$ cat config.mk
export PLATFORM = sky130hd
export DESIGN_NAME = rv32i_instr_encoder_flat
export DESIGN_NICKNAME = d
export VERILOG_FILES = /design/src/rtl/rv32i_pkg.sv /design/src/rtl/rv32i_instr_encoder_if.sv /design/src/rtl/rv32i_field_pack.sv /design/src/rtl/rv32i_instr_encoder.sv /design/src/flat_wrapper.sv
export SDC_FILE = /design/constraint.sdc
export NUM_CORES = 1
export LEC_CHECK = 0
export BUFFER_PORTS_ARGS = -buffer_cell sky130_fd_sc_hd__buf_4
export CAP_MARGIN = 20
export CORE_ASPECT_RATIO = 0.75
export CORE_MARGIN = 2
export CORE_UTILIZATION = 48
export DETAILED_ROUTE_END_ITERATION = 8
export PLACE_DENSITY_LB_ADDON = 0.2
export SLEW_MARGIN = 20
export SYNTH_ARGS = -nofsm -noshare
export SYNTH_HDL_FRONTEND = slang
export SYNTH_SLANG_ARGS = --single-unit
$ cat constraint.sdc
create_clock -name clk -period 2.3 [get_ports clk]
set_input_delay 0.46 -clock clk [delete_from_list [all_inputs] [get_ports clk]]
set_output_delay 0.46 -clock clk [all_outputs]
set_load 0.005 [all_outputs]
$ cat src/rtl/rv32i_pkg.sv
// -----------------------------------------------------------------------------
// rv32i_pkg
// Shared RV32I definitions used by the instruction encoder (and by the decoder
// that consumes the same one-hot class vector).
//   - major opcode constants
//   - one-hot class bit indices
//   - encoder error codes and the canonical NOP
//   - encoder FSM state type
//   - small range/one-hot helper functions
// -----------------------------------------------------------------------------
package rv32i_pkg;

    // Major opcodes (instr[6:0])
    localparam logic [6:0] OPC_LUI    = 7'b0110111;
    localparam logic [6:0] OPC_AUIPC  = 7'b0010111;
    localparam logic [6:0] OPC_JAL    = 7'b1101111;
    localparam logic [6:0] OPC_JALR   = 7'b1100111;
    localparam logic [6:0] OPC_BRANCH = 7'b1100011;
    localparam logic [6:0] OPC_LOAD   = 7'b0000011;
    localparam logic [6:0] OPC_STORE  = 7'b0100011;
    localparam logic [6:0] OPC_OP_IMM = 7'b0010011;
    localparam logic [6:0] OPC_OP     = 7'b0110011;

    // One-hot instruction class vector layout
    localparam int CLS_W      = 9;
    localparam int CLS_LUI    = 0;
    localparam int CLS_AUIPC  = 1;
    localparam int CLS_JALR   = 2;
    localparam int CLS_JAL    = 3;
    localparam int CLS_BRANCH = 4;
    localparam int CLS_STORE  = 5;
    localparam int CLS_LOAD   = 6;
    localparam int CLS_OP_IMM = 7;
    localparam int CLS_OP     = 8;

    // Legality error codes; a lower code has higher priority
    typedef enum logic [2:0] {
        ERR_NONE   = 3'd0,
        ERR_CLASS  = 3'd1,
        ERR_FUNCT3 = 3'd2,
        ERR_ALT    = 3'd3,
        ERR_IMM    = 3'd4,
        ERR_ALIGN  = 3'd5
    } err_code_e;

    // ADDI x0, x0, 0 -- written in place of any illegal request
    localparam logic [31:0] INSTR_NOP = 32'h0000_0013;

    typedef enum logic [1:0] {
        ST_IDLE,
        ST_RUN,
        ST_DRAIN,
        ST_DONE
    } enc_state_e;

    // True when value is the sign extension of its low 'width' bits.
    function automatic logic fits_signed(input logic [31:0] value, input int unsigned width);
        logic [31:0] upper;
        upper = $signed(value) >>> (width - 1);
        return (upper == '0) || (upper == '1);
    endfunction

    function automatic logic is_one_hot(input logic [CLS_W-1:0] cls);
        return (cls != '0) && ((cls & (cls - 9'd1)) == '0);
    endfunction

endpackage

$ cat src/rtl/rv32i_instr_encoder_if.sv
// -----------------------------------------------------------------------------
// rv32i_instr_encoder_if
// Request stream into the encoder plus the instruction-memory write stream out
// of it. Both are valid/ready channels.
//   slave  : encoder side (consumes requests, produces writes)
//   master : program source / memory side
// Signals:
//   in_valid/in_ready, in_cls[8:0], in_funct3, in_alt, in_rd, in_rs1, in_rs2,
//   in_imm[31:0]; out_valid/out_ready, out_addr[ADDR_W-1:0], out_instr[31:0]
// -----------------------------------------------------------------------------
interface rv32i_instr_encoder_if #(
    parameter int ADDR_W = 32
);
    import rv32i_pkg::*;

    logic              in_valid;
    logic              in_ready;
    logic [CLS_W-1:0]  in_cls;
    logic [2:0]        in_funct3;
    logic              in_alt;
    logic [4:0]        in_rd;
    logic [4:0]        in_rs1;
    logic [4:0]        in_rs2;
    logic [31:0]       in_imm;

    logic              out_valid;
    logic              out_ready;
    logic [ADDR_W-1:0] out_addr;
    logic [31:0]       out_instr;

    modport master (
        output in_valid, in_cls, in_funct3, in_alt, in_rd, in_rs1, in_rs2, in_imm,
        output out_ready,
        input  in_ready, out_valid, out_addr, out_instr
    );

    modport slave (
        input  in_valid, in_cls, in_funct3, in_alt, in_rd, in_rs1, in_rs2, in_imm,
        input  out_ready,
        output in_ready, out_valid, out_addr, out_instr
    );

endinterface

$ cat src/rtl/rv32i_field_pack.sv
// -----------------------------------------------------------------------------
// rv32i_field_pack
// Purely combinational: packs one instruction request into an RV32I word and
// reports the highest-priority legality error. Illegal requests produce NOP.
// Ports:
//   cls[8:0]    one-hot instruction class
//   funct3      funct3 field
//   alt         instr[30] select (SUB/SRA/SRAI)
//   rd/rs1/rs2  register indices
//   imm[31:0]   full signed immediate
//   word[31:0]  encoded instruction (NOP when err_code != ERR_NONE)
//   err_code    first failing check, ERR_NONE when legal
// -----------------------------------------------------------------------------
module rv32i_field_pack
    import rv32i_pkg::*;
(
    input  logic [CLS_W-1:0] cls,
    input  logic [2:0]       funct3,
    input  logic             alt,
    input  logic [4:0]       rd,
    input  logic [4:0]       rs1,
    input  logic [4:0]       rs2,
    input  logic [31:0]      imm,
    output logic [31:0]      word,
    output err_code_e        err_code
);

    logic        is_shift;
    logic        is_i_imm;
    logic        bad_cls;
    logic        bad_funct3;
    logic        bad_alt;
    logic        bad_imm;
    logic        bad_align;
    logic [31:0] raw;

    // SLLI/SRLI/SRAI carry a shamt instead of a 12-bit immediate.
    assign is_shift = cls[CLS_OP_IMM] && (funct3 == 3'b001 || funct3 == 3'b101);
    assign is_i_imm = cls[CLS_LOAD] || cls[CLS_JALR] || (cls[CLS_OP_IMM] && !is_shift);

    assign bad_cls = !is_one_hot(cls);

    assign bad_funct3 = (cls[CLS_BRANCH] && (funct3 == 3'b010 || funct3 == 3'b011))
                     || (cls[CLS_LOAD]   && (funct3 == 3'b011 || funct3[2:1] == 2'b11))
                     || (cls[CLS_STORE]  && (funct3 >= 3'b011))
                     || (cls[CLS_JALR]   && (funct3 != 3'b000));

    assign bad_alt = (cls[CLS_OP]     && alt && !(funct3 == 3'b000 || funct3 == 3'b101))
                  || (cls[CLS_OP_IMM] && alt && (funct3 != 3'b101))
                  || (is_shift && (imm[31:5] != '0));

    assign bad_imm = ((is_i_imm || cls[CLS_STORE]) && !fits_signed(imm, 12))
                  || (cls[CLS_BRANCH] && !fits_signed(imm, 13))
                  || (cls[CLS_JAL]    && !fits_signed(imm, 21))
                  || ((cls[CLS_LUI] || cls[CLS_AUIPC]) && (imm[11:0] != '0));

    assign bad_align = (cls[CLS_BRANCH] || cls[CLS_JAL]) && imm[0];

    // Raw field packing; only meaningful when cls is one-hot.
    always_comb begin
        // NOTE: default first so every path assigns raw and no latch is inferred.
        raw = INSTR_NOP;
        if (cls[CLS_OP]) begin
            raw = {1'b0, alt, 5'b00000, rs2, rs1, funct3, rd, OPC_OP};
        end else if (cls[CLS_OP_IMM]) begin
            if (is_shift) begin
                raw = {1'b0, alt, 5'b00000, imm[4:0], rs1, funct3, rd, OPC_OP_IMM};
            end else begin
                raw = {imm[11:0], rs1, funct3, rd, OPC_OP_IMM};
            end
        end else if (cls[CLS_LOAD]) begin
            raw = {imm[11:0], rs1, funct3, rd, OPC_LOAD};
        end else if (cls[CLS_STORE]) begin
            raw = {imm[11:5], rs2, rs1, funct3, imm[4:0], OPC_STORE};
        end else if (cls[CLS_BRANCH]) begin
            raw = {imm[12], imm[10:5], rs2, rs1, funct3, imm[4:1], imm[11], OPC_BRANCH};
        end else if (cls[CLS_JAL]) begin
            raw = {imm[20], imm[10:1], imm[11], imm[19:12], rd, OPC_JAL};
        end else if (cls[CLS_JALR]) begin
            raw = {imm[11:0], rs1, funct3, rd, OPC_JALR};
        end else if (cls[CLS_AUIPC]) begin
            raw = {imm[31:12], rd, OPC_AUIPC};
        end else if (cls[CLS_LUI]) begin
            raw = {imm[31:12], rd, OPC_LUI};
        end
    end

    // Priority: the lowest failing code is reported.
    always_comb begin
        err_code = ERR_NONE;
        word     = raw;
        if (bad_cls) begin
            err_code = ERR_CLASS;
        end else if (bad_funct3) begin
            err_code = ERR_FUNCT3;
        end else if (bad_alt) begin
            err_code = ERR_ALT;
        end else if (bad_imm) begin
            err_code = ERR_IMM;
        end else if (bad_align) begin
            err_code = ERR_ALIGN;
        end
        if (err_code != ERR_NONE) begin
            word = INSTR_NOP;
        end
    end

endmodule

$ cat src/rtl/rv32i_instr_encoder.sv
// -----------------------------------------------------------------------------
// rv32i_instr_encoder
// Streams a program of word_count encoded RV32I words to instruction memory,
// starting at base_addr. One request in, one word out, through a single-entry
// output register that can reload in the same cycle it drains.
// Ports:
//   clk, rst_n          clock, asynchronous active-low reset
//   start               one-cycle load pulse (honoured only in IDLE)
//   base_addr           first write address (low two bits dropped)
//   word_count          number of requests in the load
//   bus                 request and write channels (slave modport)
//   busy                load in progress
//   done                one-cycle pulse when the load completes
//   err                 sticky error flag, cleared on start
//   err_code/err_index  code and 0-based request index of the first error
// -----------------------------------------------------------------------------
module rv32i_instr_encoder
    import rv32i_pkg::*;
#(
    parameter int ADDR_W = 32,
    parameter int CNT_W  = 16
) (
    input  logic                clk,
    input  logic                rst_n,
    input  logic                start,
    input  logic [ADDR_W-1:0]   base_addr,
    input  logic [CNT_W-1:0]    word_count,
    rv32i_instr_encoder_if.slave bus,
    output logic                busy,
    output logic                done,
    output logic                err,
    output logic [2:0]          err_code,
    output logic [CNT_W-1:0]    err_index
);

    enc_state_e        state_q;
    enc_state_e        state_d;
    logic [ADDR_W-1:0] addr_q;
    logic [CNT_W-1:0]  remaining_q;
    logic [CNT_W-1:0]  idx_q;
    logic              out_valid_q;
    logic [ADDR_W-1:0] out_addr_q;
    logic [31:0]       out_instr_q;
    logic              err_q;
    err_code_e         err_code_q;
    logic [CNT_W-1:0]  err_index_q;

    logic              in_ready;
    logic              accept;
    logic [31:0]       pack_word;
    err_code_e         pack_err;

    rv32i_field_pack u_field_pack (
        .cls      (bus.in_cls),
        .funct3   (bus.in_funct3),
        .alt      (bus.in_alt),
        .rd       (bus.in_rd),
        .rs1      (bus.in_rs1),
        .rs2      (bus.in_rs2),
        .imm      (bus.in_imm),
        .word     (pack_word),
        .err_code (pack_err)
    );

    // The output register can take a new word whenever it is empty or is
    // being drained this cycle, so a full stream runs without bubbles.
    assign in_ready = (state_q == ST_RUN) && (!out_valid_q || bus.out_ready);
    assign accept   = bus.in_valid && in_ready;

    assign bus.in_ready  = in_ready;
    assign bus.out_valid = out_valid_q;
    assign bus.out_addr  = out_addr_q;
    assign bus.out_instr = out_instr_q;
    assign err           = err_q;
    assign err_code      = err_code_q;
    assign err_index     = err_index_q;

    always_ff @(posedge clk or negedge rst_n) begin
        if (!rst_n) begin
            state_q <= ST_IDLE;
        end else begin
            state_q <= state_d;
        end
    end

    always_comb begin
        state_d = state_q;
        busy    = (state_q != ST_IDLE);
        done    = 1'b0;
        unique case (state_q)
            ST_IDLE: begin
                if (start) begin
                    state_d = (word_count == '0) ? ST_DONE : ST_RUN;
                end
            end
            ST_RUN: begin
                if (accept && (remaining_q == CNT_W'(1))) begin
                    state_d = ST_DRAIN;
                end
            end
            ST_DRAIN: begin
                if (!out_valid_q || bus.out_ready) begin
                    state_d = ST_DONE;
                end
            end
            ST_DONE: begin
                done    = 1'b1;
                state_d = ST_IDLE;
            end
            default: state_d = ST_IDLE;
        endcase
    end

    always_ff @(posedge clk or negedge rst_n) begin
        if (!rst_n) begin
            // NOTE: sequential state uses non-blocking assignments so every
            // register samples pre-edge values regardless of statement order.
            addr_q      <= '0;
            remaining_q <= '0;
            idx_q       <= '0;
            out_valid_q <= 1'b0;
            out_addr_q  <= '0;
            out_instr_q <= '0;
            err_q       <= 1'b0;
            err_code_q  <= ERR_NONE;
            err_index_q <= '0;
        end else begin
            if ((state_q == ST_IDLE) && start) begin
                addr_q      <= base_addr & ~ADDR_W'(3);
                remaining_q <= word_count;
                idx_q       <= '0;
                err_q       <= 1'b0;
                err_code_q  <= ERR_NONE;
                err_index_q <= '0;
            end

            if (accept) begin
                addr_q      <= addr_q + ADDR_W'(4);
                remaining_q <= remaining_q - CNT_W'(1);
                idx_q       <= idx_q + CNT_W'(1);
                out_valid_q <= 1'b1;
                out_addr_q  <= addr_q;
                out_instr_q <= pack_word;
                if (pack_err != ERR_NONE) begin
                    err_q <= 1'b1;
                    // Only the first error of a load is recorded.
                    if (!err_q) begin
                        err_code_q  <= pack_err;
                        err_index_q <= idx_q;
                    end
                end
            end else if (bus.out_ready) begin
                out_valid_q <= 1'b0;
            end
        end
    end

endmodule

$ cat src/flat_wrapper.sv
// flat-port wrapper written by rule: the top's interface ports become plain ports
module rv32i_instr_encoder_flat import rv32i_pkg::*;
#(
    parameter int ADDR_W = 32,
    parameter int CNT_W  = 16
)
  (clk, rst_n, start, base_addr, word_count, busy, done, err, err_code, err_index, bus_in_valid, bus_in_cls, bus_in_funct3, bus_in_alt, bus_in_rd, bus_in_rs1, bus_in_rs2, bus_in_imm, bus_out_ready, bus_in_ready, bus_out_valid, bus_out_addr, bus_out_instr);
  rv32i_instr_encoder_if #(.ADDR_W(ADDR_W)) bus_i ();
  input  logic clk;
  input  logic rst_n;
  input  logic start;
  input  logic [ADDR_W-1:0] base_addr;
  input  logic [CNT_W-1:0] word_count;
  output logic busy;
  output logic done;
  output logic err;
  output logic [2:0] err_code;
  output logic [CNT_W-1:0] err_index;
  input wire logic [$bits(bus_i.in_valid)-1:0] bus_in_valid;
  input wire logic [$bits(bus_i.in_cls)-1:0] bus_in_cls;
  input wire logic [$bits(bus_i.in_funct3)-1:0] bus_in_funct3;
  input wire logic [$bits(bus_i.in_alt)-1:0] bus_in_alt;
  input wire logic [$bits(bus_i.in_rd)-1:0] bus_in_rd;
  input wire logic [$bits(bus_i.in_rs1)-1:0] bus_in_rs1;
  input wire logic [$bits(bus_i.in_rs2)-1:0] bus_in_rs2;
  input wire logic [$bits(bus_i.in_imm)-1:0] bus_in_imm;
  input wire logic [$bits(bus_i.out_ready)-1:0] bus_out_ready;
  output wire logic [$bits(bus_i.in_ready)-1:0] bus_in_ready;
  output wire logic [$bits(bus_i.out_valid)-1:0] bus_out_valid;
  output wire logic [$bits(bus_i.out_addr)-1:0] bus_out_addr;
  output wire logic [$bits(bus_i.out_instr)-1:0] bus_out_instr;
  assign bus_i.in_valid = bus_in_valid;
  assign bus_i.in_cls = bus_in_cls;
  assign bus_i.in_funct3 = bus_in_funct3;
  assign bus_i.in_alt = bus_in_alt;
  assign bus_i.in_rd = bus_in_rd;
  assign bus_i.in_rs1 = bus_in_rs1;
  assign bus_i.in_rs2 = bus_in_rs2;
  assign bus_i.in_imm = bus_in_imm;
  assign bus_i.out_ready = bus_out_ready;
  assign bus_in_ready = bus_i.in_ready;
  assign bus_out_valid = bus_i.out_valid;
  assign bus_out_addr = bus_i.out_addr;
  assign bus_out_instr = bus_i.out_instr;
  rv32i_instr_encoder #(.ADDR_W(ADDR_W), .CNT_W(CNT_W)) u_core (.clk(clk), .rst_n(rst_n), .start(start), .base_addr(base_addr), .word_count(word_count), .bus(bus_i), .busy(busy), .done(done), .err(err), .err_code(err_code), .err_index(err_index));
endmodule
==> key figures, run 1 <==
Status
  • Status: finished, violations left
  • Violated checks: setup timing

Clock network
  • CTS tree: yes
  • Clk slew on worst S/H paths: 60 ps
  • Clk sinks: 146
  • Latest clock arrival within the worst-skew pair: 420 ps
  • CTS H-Tree Depth: 4
  • CTS max path bufs: 2
  • Cts bufs inserted: 17
  • Clock root buffer: clkbuf_16

Timing
  • Fin Hold WS: 261 ps
  • Crit path time final: between 2000 and 3000 ps
  • Slack of the critical path: -420 ps
  • Max-slew headroom: 0.666
  • Setup violators final: 49
  • RSZ-0062 raised after global routing: true
  • Setup TNS: -16,540 ps
  • Fin. max-slew vios: 0
  • Worst Tran Pin Value: 501 ps
  • Hold Fails Final Rpt: 0
  • Max Freq: 368 MHz
  • Final worst-path cycle share: 1.18
  • Worst Skew: 9.81 ps

Cells and area
  • Fin area: 11,000 sq um
  • Nets: ~1,300
  • Antenna Cells: 0
  • P&R area growth vs syn: 42.9%
  • Layout cell share with drive strength beyond 1: 0.340
  • Finished Layout Cells: 1,391

Setup path
  • CP Capture Type: register
  • Critical path peak fanout: 8
  • CP Launch Type: input port
  • Crit path required time: roughly 2600 ps
  • WS Path Type: in -> reg
  • Flop2flop setup slack: 120 ps
  • Critical Path AT: between 3000 and 4000 ps

Logic synthesis
  • Mapped cell area: 7690 sq um
  • Top FF cell, synth: dfrtp_1
  • Sequential share of the synthesized area: 0.475
  • Synthesized area per cell: 8.66 sq um
  • Cell count after synthesis: 888
  • Synth top area share: 0.475
  • Top cells by area, synth: dfrtp_1 48%, nand2_1 9.5%, o21ai_0 4.8%, nand3_1 3.4%, nor2_1 3.0%
  • Post-synth EDFFs: 0
  • Async S/R FF share, synth: 1.00
  • Yosys cell types: 57
  • #FFs+latches synth: 146
  • Ys Warns: 0
  • Synth area leader: dfrtp_1

Pwr
  • Int Pwr: 0.00647 W
  • Sw Share: 0.364
  • Switching power: 0.00369 W
  • LEAKAGE: 5.13 nW
  • Clk pwr share: 0.259
  • Power per cell area: 925 nW/um^2
  • Max rail drop VDD: 0.000653 V
  • Combinational Power Share: 0.354
  • Total Power: 0.0102 W
  • Seq pwr share: 0.387

Drt
  • DR vias/cell: about 5.7
  • Wire per inst: between 15 and 20 um
  • DRC violations left: 0
  • Post-DRT Antenna Nets: 0
  • Drt pass-1 iters: 5
  • Via count: 7,983
  • DRT Wirelength: approximately 25,000 um
  • Iteration-0 DRC Markers: 699

Global route
  • First-pass GRT wire length: 38,600 um
  • Largest net degree at the start of global routing: 48
  • GRT Total Usage: 0.287
  • Initial antenna violation count: 0
  • Gr ovfl total: 0
  • Vias in the first global route: 7,259

Placement
  • Dpl hpwl: 17,700 um
  • Placed instance area: 10,100 sq um
  • Port bufs: 196
  • Gpl congestion: 0.946
  • Inst Count DP: between 1,000 and 1,500

Floorplan
  • Rows: 40
  • Die H: 114 um
  • Core region area: ~16,000 sq um
  • Initial core utilization: 0.485
  • Die Footprint: 17,100 sq um
  • Die width: between 150 and 200 um
  • Io pins: 201

Flow run
  • Max-cap violations: 0

Min path
  • Worst hold-check path type: in -> reg
==> final cells by class <==
| class | count | area, sq um |
|---|---|---|
| Fill cell | 1286 | 4880 |
| Multi-Input combinational cell | 673 | 3940 |
| Sequential cell | 146 | 3650 |
| Timing Repair Buffer | 312 | 2500 |
| Clock buffer | 20 | 457 |
| Tap cell | 210 | 263 |
| Clock inverter | 12 | 108 |
| Inverter | 18 | 67.6 |
==> layer usage <==
layer	vias up	part of all wire	wire length (um)	track usage
met4	0	0.015	375	0.0660
met5	-	0	0	0
met1	3846	0.46	11300	0.434
met2	320	0.45	11000	0.431
met3	27	0.075	1840	0.0532
li1	3790	-	-	-
==> cell usage in the layout, fill, tap and decap left out, types with 6 or more instances in the layout <==
cell,count
a311oi_1,12
o31ai_1,6
buf_4,293
nand4_1,16
buf_12,8
nand3_1,44
o31ai_2,15
o22ai_1,9
clkbuf_16,18
a221o_1,7
dfrtp_1,146
o21ai_2,10
a211oi_1,16
buf_6,9
nor4_1,19
or3_1,7
nor3_1,19
a22oi_1,19
mux2i_1,9
o21ai_1,14
nor2_1,59
ha_1,8
inv_1,18
nand3_2,7
nand2_1,194
o21ai_0,51
o211ai_1,10
and3_1,10
a21oi_1,39
==> cells by family (layout without fill, tap and decap cells) <==
group	Yosys count	in the layout	synth area share
adder cells (fa/ha/maj)	10	10	0.0159
buffers and inverters	72	362	0.0408
multiplexers	9	9	0.0117
flip-flops	146	146	0.475
other	1	2	0.000488
AND/OR/NAND/NOR	413	415	0.246
AO/OA/AOI/OAI	237	237	0.210
==> synth_stat cells (4+ instances only) <==
| cell | number |
|---|---|
| a211oi_1 | 16 |
| a21oi_1 | 39 |
| a221o_1 | 7 |
| a22oi_1 | 20 |
| a311oi_1 | 12 |
| and2_1 | 5 |
| and3_1 | 12 |
| buf_1 | 4 |
| buf_6 | 4 |
| clkbuf_1 | 41 |
| dfrtp_1 | 146 |
| ha_1 | 9 |
| inv_1 | 18 |
| mux2i_1 | 9 |
| nand2_1 | 195 |
| nand2b_1 | 6 |
| nand3_1 | 52 |
| nand4_1 | 16 |
| nor2_1 | 61 |
| nor3_1 | 21 |
| nor4_1 | 19 |
| o211ai_1 | 10 |
| o21ai_0 | 74 |
| o22ai_1 | 9 |
| o31ai_1 | 10 |
| o31ai_2 | 14 |
| or2_2 | 6 |
| or3_1 | 8 |
==> state kept, by name (all words and copies together) (netlist names) <==
name and flops:
u_core.addr_q 30, u_core.bus.out_addr 30, u_core.bus.out_instr 31, u_core.bus.out_valid 1, u_core.err 1, u_core.err_code 3
u_core.err_index 16, u_core.idx_q 16, u_core.remaining_q 16, u_core.state_q 2
==> critical path, cell delays in order <==
cell	delay, ps
buf_6	90
or4_4	540
or3_4	350
or3b_1	360
a31o_4	230
or4b_4	560
clkbuf_16	210
o31ai_4	230
==> worst paths after layout <==
| check | from | depth (start not counted) | endpoint |
|---|---|---|---|
| max | bus_in_cls[3] | 8 | u_core.bus.out_instr[21]$_DFFE_PN0P_ |
| min | base_addr[21] | 3 | u_core.addr_q[21]$_DFFE_PN0P_ |
| max reg2reg | u_core.state_q[1]$_DFFE_PN0P_ | 8 | u_core.state_q[0]$_DFFE_PN0P_ |
| min reg2reg | u_core.bus.out_addr[29]$_DFFE_PN0P_ | 2 | u_core.bus.out_addr[29]$_DFFE_PN0P_ |
| max in group asynchronous | rst_n | 3 | u_core.remaining_q[3]$_DFFE_PN0P_ |
| min in group asynchronous | rst_n | 2 | u_core.bus.out_addr[25]$_DFFE_PN0P_ |
==> stage by stage <==
step | utilization | setup slack (ps)
final | 0.693 | -420
after global routing | 0.693 | -451
after CTS | 0.682 | -393
after detailed placement | 0.639 | -920
after global placement | 0.639 | -858
after floorplan | - | -833
==> what timing repair did <==
action                                  in CTS  in global routing
endpoints found under the hold margin       37                  0
gates cloned                                 2                  1
endpoints found under the setup margin      49                 62
pin swaps                                    3                 11
setup buffers                                1                  4
gates resized for setup                     27                 27
hold buffers                                 1                  0
==> power groups by stage <==
stage	Sequential, W	Clock [W]	Combinational [W]
2_1_floorplan	0.00386	0	0.00186
3_3_place_gp	0.00393	0	0.00342
3_5_place_dp	0.00394	0	0.00351
4_1_cts	0.00392	0.00266	0.00356
5_1_grt	0.00403	0.00279	0.00401
6_report	0.00393	0.00263	0.00360
Power figures use the tool's default switching activity.
==> run 2: changes to the inputs <==
Settings changed: CORE_UTILIZATION 48 to 31.
==> run 2 against run 1 <==
- the flow still finishes with violations (setup timing)
- clock-buffer cell count shrank 2
- cell count increased by 9.1%
- sequential power is essentially flat
- sequential share of layout area fell by 0.56 points
- routed wire length grew 6.8%
- die area grew 53%
- combinational power about the same
- total power is 1.7% higher
- non-clock buffer count is 4 higher
==> key figures, run 2 (synthesized netlist as in run 1, its figures left out) <==
Status
  • Status: finished, violations left
  • Violated checks: setup timing

Timing
  • Final worst-path cycle share: 1.18
  • Setup violators final: between 40 and 50
  • Max Freq: 368 MHz
  • Fin. max-slew vios: 0
  • Worst Skew: 11.1 ps
  • Worst Tran Pin Value: 534 ps
  • Crit path time final: 2720 ps
  • Slack of the critical path: -418 ps
  • Max-slew headroom: 0.642
  • Hold Fails Final Rpt: 0
  • RSZ-0062 raised after global routing: true

Cells and area
  • # fillers: 2,425
  • Most frequent cells in the layout: 300 x buf_4, 194 x nand2_1, 146 x dfrtp_1, 58 x nor2_1, 48 x o21ai_0
  • Nets: roughly 1,300
  • Commonest non-fill, non-tap cell in the layout: buf_4
  • Layout cell share with drive strength beyond 1: 0.351
  • Max reg flops: 31
  • Post-layout util: 0.463
  • P&R area growth vs syn: 45.4%

Pwr
  • LEAKAGE: 5.14 nW
  • Sw Share: 0.371
  • Max rail drop VDD: roughly 0.00046 V
  • Clk pwr share: 0.268
  • Power per cell area: 924 nW/um^2
  • Total Power: 0.0103 W
  • Int Pwr: between 0.006 and 0.007 W
  • Switching power: 0.00383 W
  • Combinational Power Share: 0.351
  • Seq pwr share: 0.381

Placement
  • Dpl hpwl: between 15,000 and 20,000 um
  • Port bufs: 196
  • Gpl congestion: ~0.9

Floorplan
  • Initial core utilization: 0.318
  • Io pins: 201
  • Die H: 140 um
  • Rows: 49
  • Die width: 186 um
  • Die Footprint: 26,100 sq um
  • Core region area: 24,200 sq um

Min path
  • Worst hold-check path type: in -> reg
  • Hold path depth: 3

Setup path
  • Crit path required time: 2640 ps
  • Buffers and inverters on the worst path: 2
  • CP Capture Point: u_core.bus.out_instr[9]$_DFFE_PN0P_
  • Critical path peak fanout: 15
  • Worst path slowest cell: or4b_4
  • Critical path depth: 8
  • CP Cell Sequence: buf_6 > or4_4 > or3_4 > or3b_4 > a31o_4 > or4b_4 > buf_12 > o31ai_2
  • Flop2flop setup slack: roughly 160 ps
  • Top delay family on crit path: simple AND/OR/NAND/NOR gates
  • WS Path Type: in -> reg
  • Worst reg2reg path depth: 8
  • Reg2Reg Capture Point: u_core.addr_q[31]$_DFFE_PN0P_
  • Max incr delay on CP: 560 ps
  • CP Launch Point: bus_in_cls[3]
  • Worst r2r src: u_core.state_q[1]$_DFFE_PN0P_
  • CP Capture Type: register
  • Critical Path AT: slightly above 3000 ps
  • CP Launch Type: input port

Flow run
  • Max-cap violations: 0

Global route
  • Largest net degree at the start of global routing: 57
  • Gr ovfl total: 0
  • First-pass GRT wire length: 41,600 um
  • GRT Total Usage: 0.205
  • Initial antenna violation count: 1
  • Vias in the first global route: 7,276

Clock network
  • Latest clock arrival within the worst-skew pair: approximately 430 ps
  • Clock root buffer: clkbuf_16
  • Clk slew on worst S/H paths: 70 ps
  • Cts bufs inserted: 17
  • Clk sinks: between 100 and 150
  • CTS H-Tree Depth: 4
  • CTS max path bufs: 2
  • CTS tree: yes

Drt
  • DRT Wirelength: 26,200 um
  • Iteration-0 DRC Markers: 601
  • Wire per inst: 17.3 um
  • Drt pass-1 iters: 5
  • Via count: roughly 7,700
  • DRC violations left: 0
  • Post-DRT Antenna Nets: 0
  • DR vias/cell: 5.11
-- run 2: cell types whose count changed in the layout (fill, tap and decap cells not counted), sizes merged --
cell,previous run,this run
diode,0,1
clkbuf,21,18
inv,19,24
buf,310,315
clkinv,7,4
-- run 2: cell type report --
| cell class | instances | area, sq um | area share |
|---|---|---|---|
| Antenna cell | 1 | 2.50 | 0.000224 |
| Clock buffer | 18 | 439 | 0.0393 |
| Multi-Input combinational cell | 673 | 3950 | 0.354 |
| Sequential cell | 146 | 3650 | 0.327 |
| Timing Repair Buffer | 316 | 2500 | 0.224 |
| Tap cell | 331 | 414 | 0.0371 |
| Clock inverter | 14 | 144 | 0.0129 |
| Inverter | 18 | 67.6 | 0.00605 |
-- run 2: repair_timing --
item	in CTS	in global routing
endpoints found under the hold margin	41	0
pin swaps	5	10
gates resized for setup	20	39
hold buffers	1	0
gates cloned	2	0
endpoints found under the setup margin	49	64
setup buffers	2	3
-- run 2: worst min-delay path by stage --
stage | from | to | slack, ps
final | base_addr[21] | u_core.addr_q[21]$_DFFE_PN0P_ | 250
after global routing | base_addr[24] | u_core.addr_q[24]$_DFFE_PN0P_ | 250
after CTS | base_addr[21] | u_core.addr_q[21]$_DFFE_PN0P_ | 230
after detailed placement | rst_n | u_core.bus.out_addr[29]$_DFFE_PN0P_ | 440
after global placement | rst_n | u_core.bus.out_addr[30]$_DFFE_PN0P_ | 450
after floorplan | rst_n | u_core.addr_q[10]$_DFFE_PN0P_ | 160
-- run 2: metal layers --
layer,share of wire,GRT usage
met1,0.51,0.317
met2,0.43,0.290
met3,0.056,0.0445
met4,0.0078,0.0402
met5,0,0
-- run 2: worst reg2reg max path, cell delays in order, from the launching register on --
cell and delay (ps):
dfrtp_1 410, inv_1 130, ha_2 290, nand4_1 240, buf_4 220, nor3_4 220
and3_4 230, a211oi_1 70, a311oi_1 240
-- run 2: metrics by stage --
stage / std cells / hold WS (ps) / worst slack, ps / setup TNS [ps] / cell area, sq um
floorplan: 889 / 164 / -833 / -35740 / 7750
global placement: 1476 / 445 / -881 / -40480 / 10300
detailed placement: 1476 / 441 / -936 / -41890 / 10300
CTS: 1513 / 233 / -372 / -14460 / 11000
global route: 1517 / 250 / -452 / -17440 / 11200
finish: 1517 / 250 / -418 / -15990 / 11200
-- run 2: power groups by stage --
stage	Sequential (W)	Clock, W	Combinational [W]
global route	0.00405	0.00296	0.00407
floorplan	0.00386	0	0.00186
detailed placement	0.00395	0	0.00356
finish	0.00393	0.00277	0.00362
CTS	0.00392	0.00285	0.00360
global placement	0.00395	0	0.00352
